File: config.mk
export PLATFORM = sky130hd
export DESIGN_NAME = ipsxe_fft_frame_ctrl
export DESIGN_NICKNAME = d
export VERILOG_FILES = /design/src/rtl/ipsxe_fft_ctrl_pkg.sv /design/src/rtl/ipsxe_fft_len_chk.sv /design/src/rtl/ipsxe_fft_frame_ctrl.sv
export SDC_FILE = /design/constraint.sdc
export NUM_CORES = 1
export LEC_CHECK = 0
export BUFFER_PORTS_ARGS = -buffer_cell sky130_fd_sc_hd__buf_2
export CAP_MARGIN = 5
export CORE_MARGIN = 2
export CORE_UTILIZATION = 43
export DETAILED_ROUTE_END_ITERATION = 16
export PLACE_DENSITY = 0.68
export SKIP_LAST_GASP = 1
export SYNTH_ARGS = -nofsm -noshare
export SYNTH_HDL_FRONTEND = slang
export SYNTH_SLANG_ARGS = --single-unit
File: constraint.sdc
create_clock -name i_clk -period 3 [get_ports i_clk]
set_clock_uncertainty 0.2 [all_clocks]
set_input_delay 0.6 -clock i_clk [delete_from_list [all_inputs] [get_ports i_clk]]
set_output_delay 0.6 -clock i_clk [all_outputs]
set_load 0.02 [all_outputs]
File: src/rtl/ipsxe_fft_ctrl_pkg.sv
// Shared types and constants for the FFT frame sequencer: FSM states and config words.
package ipsxe_fft_ctrl_pkg;

  typedef enum logic [2:0] {
    IDLE     = 3'd0,
    CFG      = 3'd1,
    SEND     = 3'd2,
    WAIT_OUT = 3'd3,
    DONE     = 3'd4
  } ctrl_state_e;

  localparam logic [7:0] CFG_FWD = 8'h01;
  localparam logic [7:0] CFG_INV = 8'h00;

  function automatic logic [7:0] cfg_word(input logic inverse);
    return inverse ? CFG_INV : CFG_FWD;
  endfunction

endpackage

File: src/rtl/ipsxe_fft_len_chk.sv
// Output-frame checker: counts core output beats and flags a good frame or a length/tlast error.
module ipsxe_fft_len_chk
  import ipsxe_fft_ctrl_pkg::*;
#(
  parameter int LOG2_FFT_LEN = 10
) (
  input  logic clk,
  input  logic rst_n,
  input  logic en,
  input  logic beat_valid,
  input  logic beat_last,
  output logic frame_ok,
  output logic len_err
);

  localparam logic [LOG2_FFT_LEN-1:0] LAST_BEAT = {LOG2_FFT_LEN{1'b1}};

  logic [LOG2_FFT_LEN-1:0] cnt_r;
  logic                    at_last_s;

  // Classify the current beat against the running count; tlast must land exactly on beat N-1.
  always_comb begin
    frame_ok  = 1'b0;
    len_err   = 1'b0;
    at_last_s = (cnt_r == LAST_BEAT);
    if (en && beat_valid) begin
      if (beat_last && at_last_s) begin
        frame_ok = 1'b1;
      end else if (beat_last || at_last_s) begin
        len_err = 1'b1;
      end else begin
        frame_ok = 1'b0;
      end
    end else begin
      frame_ok = 1'b0;
    end
  end

  // Beat counter; held at zero whenever checking is disabled so each run starts clean.
  always_ff @(posedge clk or negedge rst_n) begin
    if (!rst_n) begin
      cnt_r <= '0;
    end else if (!en) begin
      cnt_r <= '0;
    end else if (beat_valid) begin
      if (frame_ok || len_err) begin
        cnt_r <= '0;
      end else begin
        cnt_r <= cnt_r + 1'b1;
      end
    end else begin
      cnt_r <= cnt_r;
    end
  end

endmodule

File: src/rtl/ipsxe_fft_frame_ctrl.sv
// FFT test sequencer: config write, ramp frame streaming, output frame checking, status reporting.
// Optional output watchdog is built when IPSXE_FFT_TIMEOUT_EN is defined.
module ipsxe_fft_frame_ctrl
  import ipsxe_fft_ctrl_pkg::*;
#(
  parameter int LOG2_FFT_LEN = 10,
  parameter int DATA_WIDTH   = 16,
  parameter int NUM_FRAMES   = 4
`ifdef IPSXE_FFT_TIMEOUT_EN
  , parameter int TIMEOUT_CYCLES = 65535
`endif
) (
  input  logic                    i_clk,
  input  logic                    i_rstn,
  input  logic                    i_start,
  input  logic                    i_inverse,
  output logic                    o_axi4s_cfg_tvalid,
  output logic [7:0]              o_axi4s_cfg_tdata,
  input  logic                    i_axi4s_cfg_tready,
  output logic                    o_axi4s_data_tvalid,
  output logic [2*DATA_WIDTH-1:0] o_axi4s_data_tdata,
  output logic                    o_axi4s_data_tlast,
  input  logic                    i_axi4s_data_tready,
  input  logic                    i_axi4s_out_tvalid,
  input  logic                    i_axi4s_out_tlast,
  output logic                    o_busy,
  output logic                    o_done,
  output logic                    o_err,
  output logic [7:0]              o_frame_cnt
);

  localparam logic [LOG2_FFT_LEN-1:0] LAST_IDX = {LOG2_FFT_LEN{1'b1}};

  ctrl_state_e             state_r;
  logic                    start_d_r;
  logic                    cfg_tvalid_r;
  logic [7:0]              cfg_tdata_r;
  logic                    data_tvalid_r;
  logic [LOG2_FFT_LEN-1:0] idx_r;
  logic                    busy_r;
  logic                    done_r;
  logic                    err_r;
  logic [7:0]              frame_cnt_r;

  logic start_s;
  logic cfg_hs_s;
  logic data_hs_s;
  logic last_idx_s;
  logic chk_en_s;
  logic more_frames_s;
  logic frame_ok_s;
  logic len_err_s;
  logic timeout_s;
  logic fail_s;
  logic finish_s;

  assign start_s       = i_start & ~start_d_r;
  assign cfg_hs_s      = cfg_tvalid_r & i_axi4s_cfg_tready;
  assign data_hs_s     = data_tvalid_r & i_axi4s_data_tready;
  assign last_idx_s    = (idx_r == LAST_IDX);
  assign chk_en_s      = (state_r == CFG) || (state_r == SEND) || (state_r == WAIT_OUT);
  assign more_frames_s = ({1'b0, frame_cnt_r} + 9'd1) < 9'(NUM_FRAMES);

  ipsxe_fft_len_chk #(
    .LOG2_FFT_LEN (LOG2_FFT_LEN)
  ) u_len_chk (
    .clk        (i_clk),
    .rst_n      (i_rstn),
    .en         (chk_en_s),
    .beat_valid (i_axi4s_out_tvalid),
    .beat_last  (i_axi4s_out_tlast),
    .frame_ok   (frame_ok_s),
    .len_err    (len_err_s)
  );

`ifdef IPSXE_FFT_TIMEOUT_EN
  localparam logic [15:0] WDOG_LIMIT = 16'(TIMEOUT_CYCLES - 1);

  logic [15:0] wdog_r;

  assign timeout_s = (state_r == WAIT_OUT) && !i_axi4s_out_tvalid && (wdog_r == WDOG_LIMIT);

  // Watchdog: counts silent WAIT_OUT cycles, any output beat restarts it.
  always_ff @(posedge i_clk or negedge i_rstn) begin
    if (!i_rstn) begin
      wdog_r <= 16'd0;
    end else if ((state_r != WAIT_OUT) || i_axi4s_out_tvalid) begin
      wdog_r <= 16'd0;
    end else begin
      wdog_r <= wdog_r + 16'd1;
    end
  end
`else
  assign timeout_s = 1'b0;
`endif

  // A frame completing on the same edge as the final input handshake ends the run from SEND.
  assign fail_s   = len_err_s | timeout_s;
  assign finish_s = frame_ok_s && !more_frames_s &&
                    ((state_r == WAIT_OUT) || ((state_r == SEND) && data_hs_s && last_idx_s));

  // Main sequencer with registered status and handshake outputs.
  always_ff @(posedge i_clk or negedge i_rstn) begin
    if (!i_rstn) begin
      state_r       <= IDLE;
      start_d_r     <= 1'b0;
      cfg_tvalid_r  <= 1'b0;
      cfg_tdata_r   <= 8'h00;
      data_tvalid_r <= 1'b0;
      idx_r         <= '0;
      busy_r        <= 1'b0;
      done_r        <= 1'b0;
      err_r         <= 1'b0;
      frame_cnt_r   <= 8'd0;
    end else begin
      start_d_r <= i_start;
      if (frame_ok_s) begin
        frame_cnt_r <= frame_cnt_r + 8'd1;
      end else begin
        frame_cnt_r <= frame_cnt_r;
      end
      if (fail_s || finish_s) begin
        state_r       <= DONE;
        busy_r        <= 1'b0;
        done_r        <= 1'b1;
        err_r         <= fail_s;
        cfg_tvalid_r  <= 1'b0;
        data_tvalid_r <= 1'b0;
        idx_r         <= '0;
      end else begin
        case (state_r)
          IDLE: begin
            if (start_s) begin
              done_r       <= 1'b0;
              err_r        <= 1'b0;
              frame_cnt_r  <= 8'd0;
              cfg_tdata_r  <= cfg_word(i_inverse);
              cfg_tvalid_r <= 1'b1;
              busy_r       <= 1'b1;
              idx_r        <= '0;
              state_r      <= CFG;
            end else begin
              state_r <= IDLE;
            end
          end
          CFG: begin
            if (cfg_hs_s) begin
              cfg_tvalid_r  <= 1'b0;
              data_tvalid_r <= 1'b1;
              state_r       <= SEND;
            end else begin
              state_r <= CFG;
            end
          end
          SEND: begin
            if (data_hs_s && last_idx_s) begin
              idx_r <= '0;
              if (!frame_ok_s) begin
                data_tvalid_r <= 1'b0;
                state_r       <= WAIT_OUT;
              end else begin
                state_r <= SEND;
              end
            end else if (data_hs_s) begin
              idx_r <= idx_r + 1'b1;
            end else begin
              state_r <= SEND;
            end
          end
          WAIT_OUT: begin
            if (frame_ok_s) begin
              data_tvalid_r <= 1'b1;
              state_r       <= SEND;
            end else begin
              state_r <= WAIT_OUT;
            end
          end
          DONE: begin
            state_r <= IDLE;
          end
          default: begin
            state_r <= IDLE;
          end
        endcase
      end
    end
  end

  assign o_axi4s_cfg_tvalid  = cfg_tvalid_r;
  assign o_axi4s_cfg_tdata   = cfg_tdata_r;
  assign o_axi4s_data_tvalid = data_tvalid_r;
  assign o_axi4s_data_tdata  = {{DATA_WIDTH{1'b0}}, DATA_WIDTH'(idx_r)};
  assign o_axi4s_data_tlast  = data_tvalid_r & last_idx_s;
  assign o_busy              = busy_r;
  assign o_done              = done_r;
  assign o_err               = err_r;
  assign o_frame_cnt         = frame_cnt_r;

endmodule
==> flow_summary.ini <==
[pwr]
leakagePower_nw = 1.24
internal_power_mw = 1.07
p_clk_share_pct = 33.6
swShare_pct = 32.9
ir_drop_uv = 268
cellPowerDensity_nw_per_um2 = 634
seqPwrFrac_pct = 40.4
combPwrFrac_pct = 26.0
p_switching_mw = 0.523

[finish]
area_growth_pct = 11.8
fin_cells = 362
drive_gt1_share_pct = 16.8
finish.net_count = 303
antenna_cells = 0
fin_area_sq_um = 2510

[logic_synthesis]
avgSynthCellArea_sq_um = 8.73
synth_cell_types = 41
synthArstFlopShare_pct = 100
synthCells = 257
synth_ff_type = dfrtp_1
synth_enable_flop_cells = 0
synth.most_common_cell = dfrtp_1
yosys_warnings = 0
synthTopCellsByArea = dfrtp_1, buf_4, o21ai_0
ys_top_cells_by_count = dfrtp_1, buf_4, nor2_1, nand2_1, o21ai_0
synth.largest_area_cell = dfrtp_1
synth_area_sq_um = 2240
ys_seq_area_share_pct = 42.4
synth_top_area_share_pct = 42.4
ys_ff_latch = 38

[sta]
rsz0062_at_grt = no
fin_crit_sh_pct = 90.8
setup_tns_ns = 0
max_slew_margin_pct = 43.5
worst_pin_slew_ns = 0.848
finalHoldViolCount = 0
finalSetupViolCount = 0
fin_crit_ns = 2.72
slew_violations = 0
hold_ws_ns = 0.213
fin_ws_ns = 0.276
fmax_mhz = 367

[critical_path]
max_stage_delay_ns = 0.40
path_common_cell = and3_1
critPathMaxFanout = 13
crit_slowest_cell = dfrtp_1
worstPathArrival_ns = 2.70
crit_buf_inv = 1
cp-end-kind = register
crit_required_ns = 2.97
path_class = reg -> reg
crit_path_cell_trace = ha_1 -> and3_1 -> and3_1 -> nand3_1 -> nor2_1 -> ha_1 -> and3_1 -> o31ai_1 -> o21ai_1 -> buf_4 -> o21ai_0
reg2reg_slack_ns = 0.28
crit_family = simple AND/OR/NAND/NOR gates
startpoint_type = register

[drt]
wl_met1_microns = 2060
maxUsedRoutingLayer = met4
wl_per_cell_microns = 12.6
vias_per_cell = 5.22
wl_met2_microns = 2240
routed_wl_microns = 4560
drc = 0
wl_met3_microns = 227
drtIter0Drc = 120
ant_nets = 0
via_count = 1890
firstDrtPassIters = 4

[clock_tree]
cts_buffers = 5
insertion_delay_ns = 0.29
post-cts-setup-buffer-count = 0
ctsHoldBuffers = 0
cts_root_buf = clkbuf_8
cts_buffer_depth = 2
cts.sinks = 38
htree_levels = 2
clkTransAtPathRegs_ns = 0.08
cts_tree = yes

[floorplanning]
die_h_microns = 76.3
io_pins = 62
start_util_pct = 44.2
core_sq_um = 5070
die_area_sq_um = 5810
rows = 26
die_x_microns = 76.3

[grt]
grt_pass1_vias = 1566
track_usage_pct = 15.8
grt.overflow.total = 0
grt_pass1_wl_microns = 7470
antenna_found_initial = 0
grt_max_degree = 39

[placed_design]
port_buffers = 32
dp_cells = 354
detailed_place_hpwl_microns = 3210
post_dp_cell_area_sq_um = 2360
gp_routability_congestion = 0.796
pre_cts_slack_ns = 0.179

[run]
maxCapViolations = 0

[status]
status = completed

[worst_hold_path]
min_path_type = in -> async
==> flip-flops by register name, indices dropped and copies added, names as in the netlist <==
signal,count
idx_r,10
o_axi4s_cfg_tdata,1
state_r,3
o_frame_cnt,8
start_d_r,1
o_axi4s_data_tvalid,1
o_busy,1
o_axi4s_cfg_tvalid,1
u_len_chk.cnt_r,10
o_err,1
o_done,1
==> routing by layer <==
metal	track usage (%)	up-vias
met5	0	-
met4	4.91	0
met3	3.91	4
met2	26.5	61
met1	20.3	908
li1	-	917
==> cells by family after synthesis <==
family                   count (synthesis)  share of synthesized area (%)
buffers and inverters                   40                           12.3
adder cells (fa/ha/maj)                  4                           2.23
XOR/XNOR                                 8                           3.12
other                                    1                          0.167
AO/OA/AOI/OAI                           57                           14.7
flip-flops                              38                           42.4
AND/OR/NAND/NOR                        109                           25.1
==> stage by stage <==
stage,utilization (%),power (mW)
2_1_floorplan,-,0.982
3_3_place_gp,46.5,1.06
3_5_place_dp,46.5,1.07
4_1_cts,49.4,1.61
5_1_grt,49.5,1.68
6_report,49.5,1.59
==> layout by cell type, fill, tap and decap left out, types with 2 or more instances in the layout <==
master     Yosys  final
dfrtp_1       38     38
buf_2          2     32
conb_1         1     29
nor2_1        28     28
nand2_1       23     23
o21ai_0       22     22
a21oi_1       14     14
nand3_1       14     13
and3_1        10     10
a31oi_1        9      9
nand4_1        7      7
nor3_1         7      7
xor2_1         6      6
clkbuf_8       0      6
o31ai_1        4      4
ha_1           4      4
buf_4         29      4
nand2b_1       3      3
inv_1          3      3
xnor2_1        2      2
or4_1          2      2
nor2b_1        2      2
a21boi_0       2      2
nor4_1         2      2
nand3b_1       2      2
bufinv_16      0      2
==> area by class of cell <==
class | count | area (sq um)
inverters | 3 | 11.3
clock buffers | 6 | 82.6
well taps | 70 | 87.6
clock inverters | 2 | 60.1
fillers | 504 | 2560
repair buffers | 36 | 190
multi-input cells | 207 | 1130
flip-flops and latches | 38 | 951
==> final timing paths <==
| check | startpoint | to | cells after the start |
|---|---|---|---|
| hold / removal | i_rstn | o_frame_cnt[1] | 1 |
| min in group i_clk | i_start | start_d_r | 1 |
| max in group asynchronous | i_rstn | state_r[2] | 1 |
| setup reg to reg | u_len_chk.cnt_r[0] | idx_r[7] | 11 |
| hold reg to reg | o_done | o_done | 1 |
| setup / recovery | u_len_chk.cnt_r[0] | idx_r[7] | 11 |
==> repair_timing <==
| action | 4_1_cts | 5_1_grt |
|---|---|---|
| gates resized for setup | 0 | 1 |
| setup endpoints to repair | 0 | 2 |
| hold endpoints to repair | 0 | 0 |
==> worst register-to-register path: stages, from the launching register on <==
cell and delay (ns):
dfrtp_1 0.40, ha_1 0.21, and3_1 0.20, and3_1 0.23
nand3_1 0.11, nor2_1 0.12, ha_1 0.20, and3_1 0.19
o31ai_1 0.09, o21ai_1 0.28, buf_4 0.26, o21ai_0 0.10
==> power groups by stage <==
stage | clock (mW) | sequential, mW | combinational, mW
after global routing | 0.569 | 0.659 | 0.456
final | 0.534 | 0.643 | 0.413
after CTS | 0.549 | 0.643 | 0.416
after global placement | 0 | 0.651 | 0.408
after floorplan | 0 | 0.693 | 0.289
after detailed placement | 0 | 0.654 | 0.413
(Power assumes the default switching activity.)
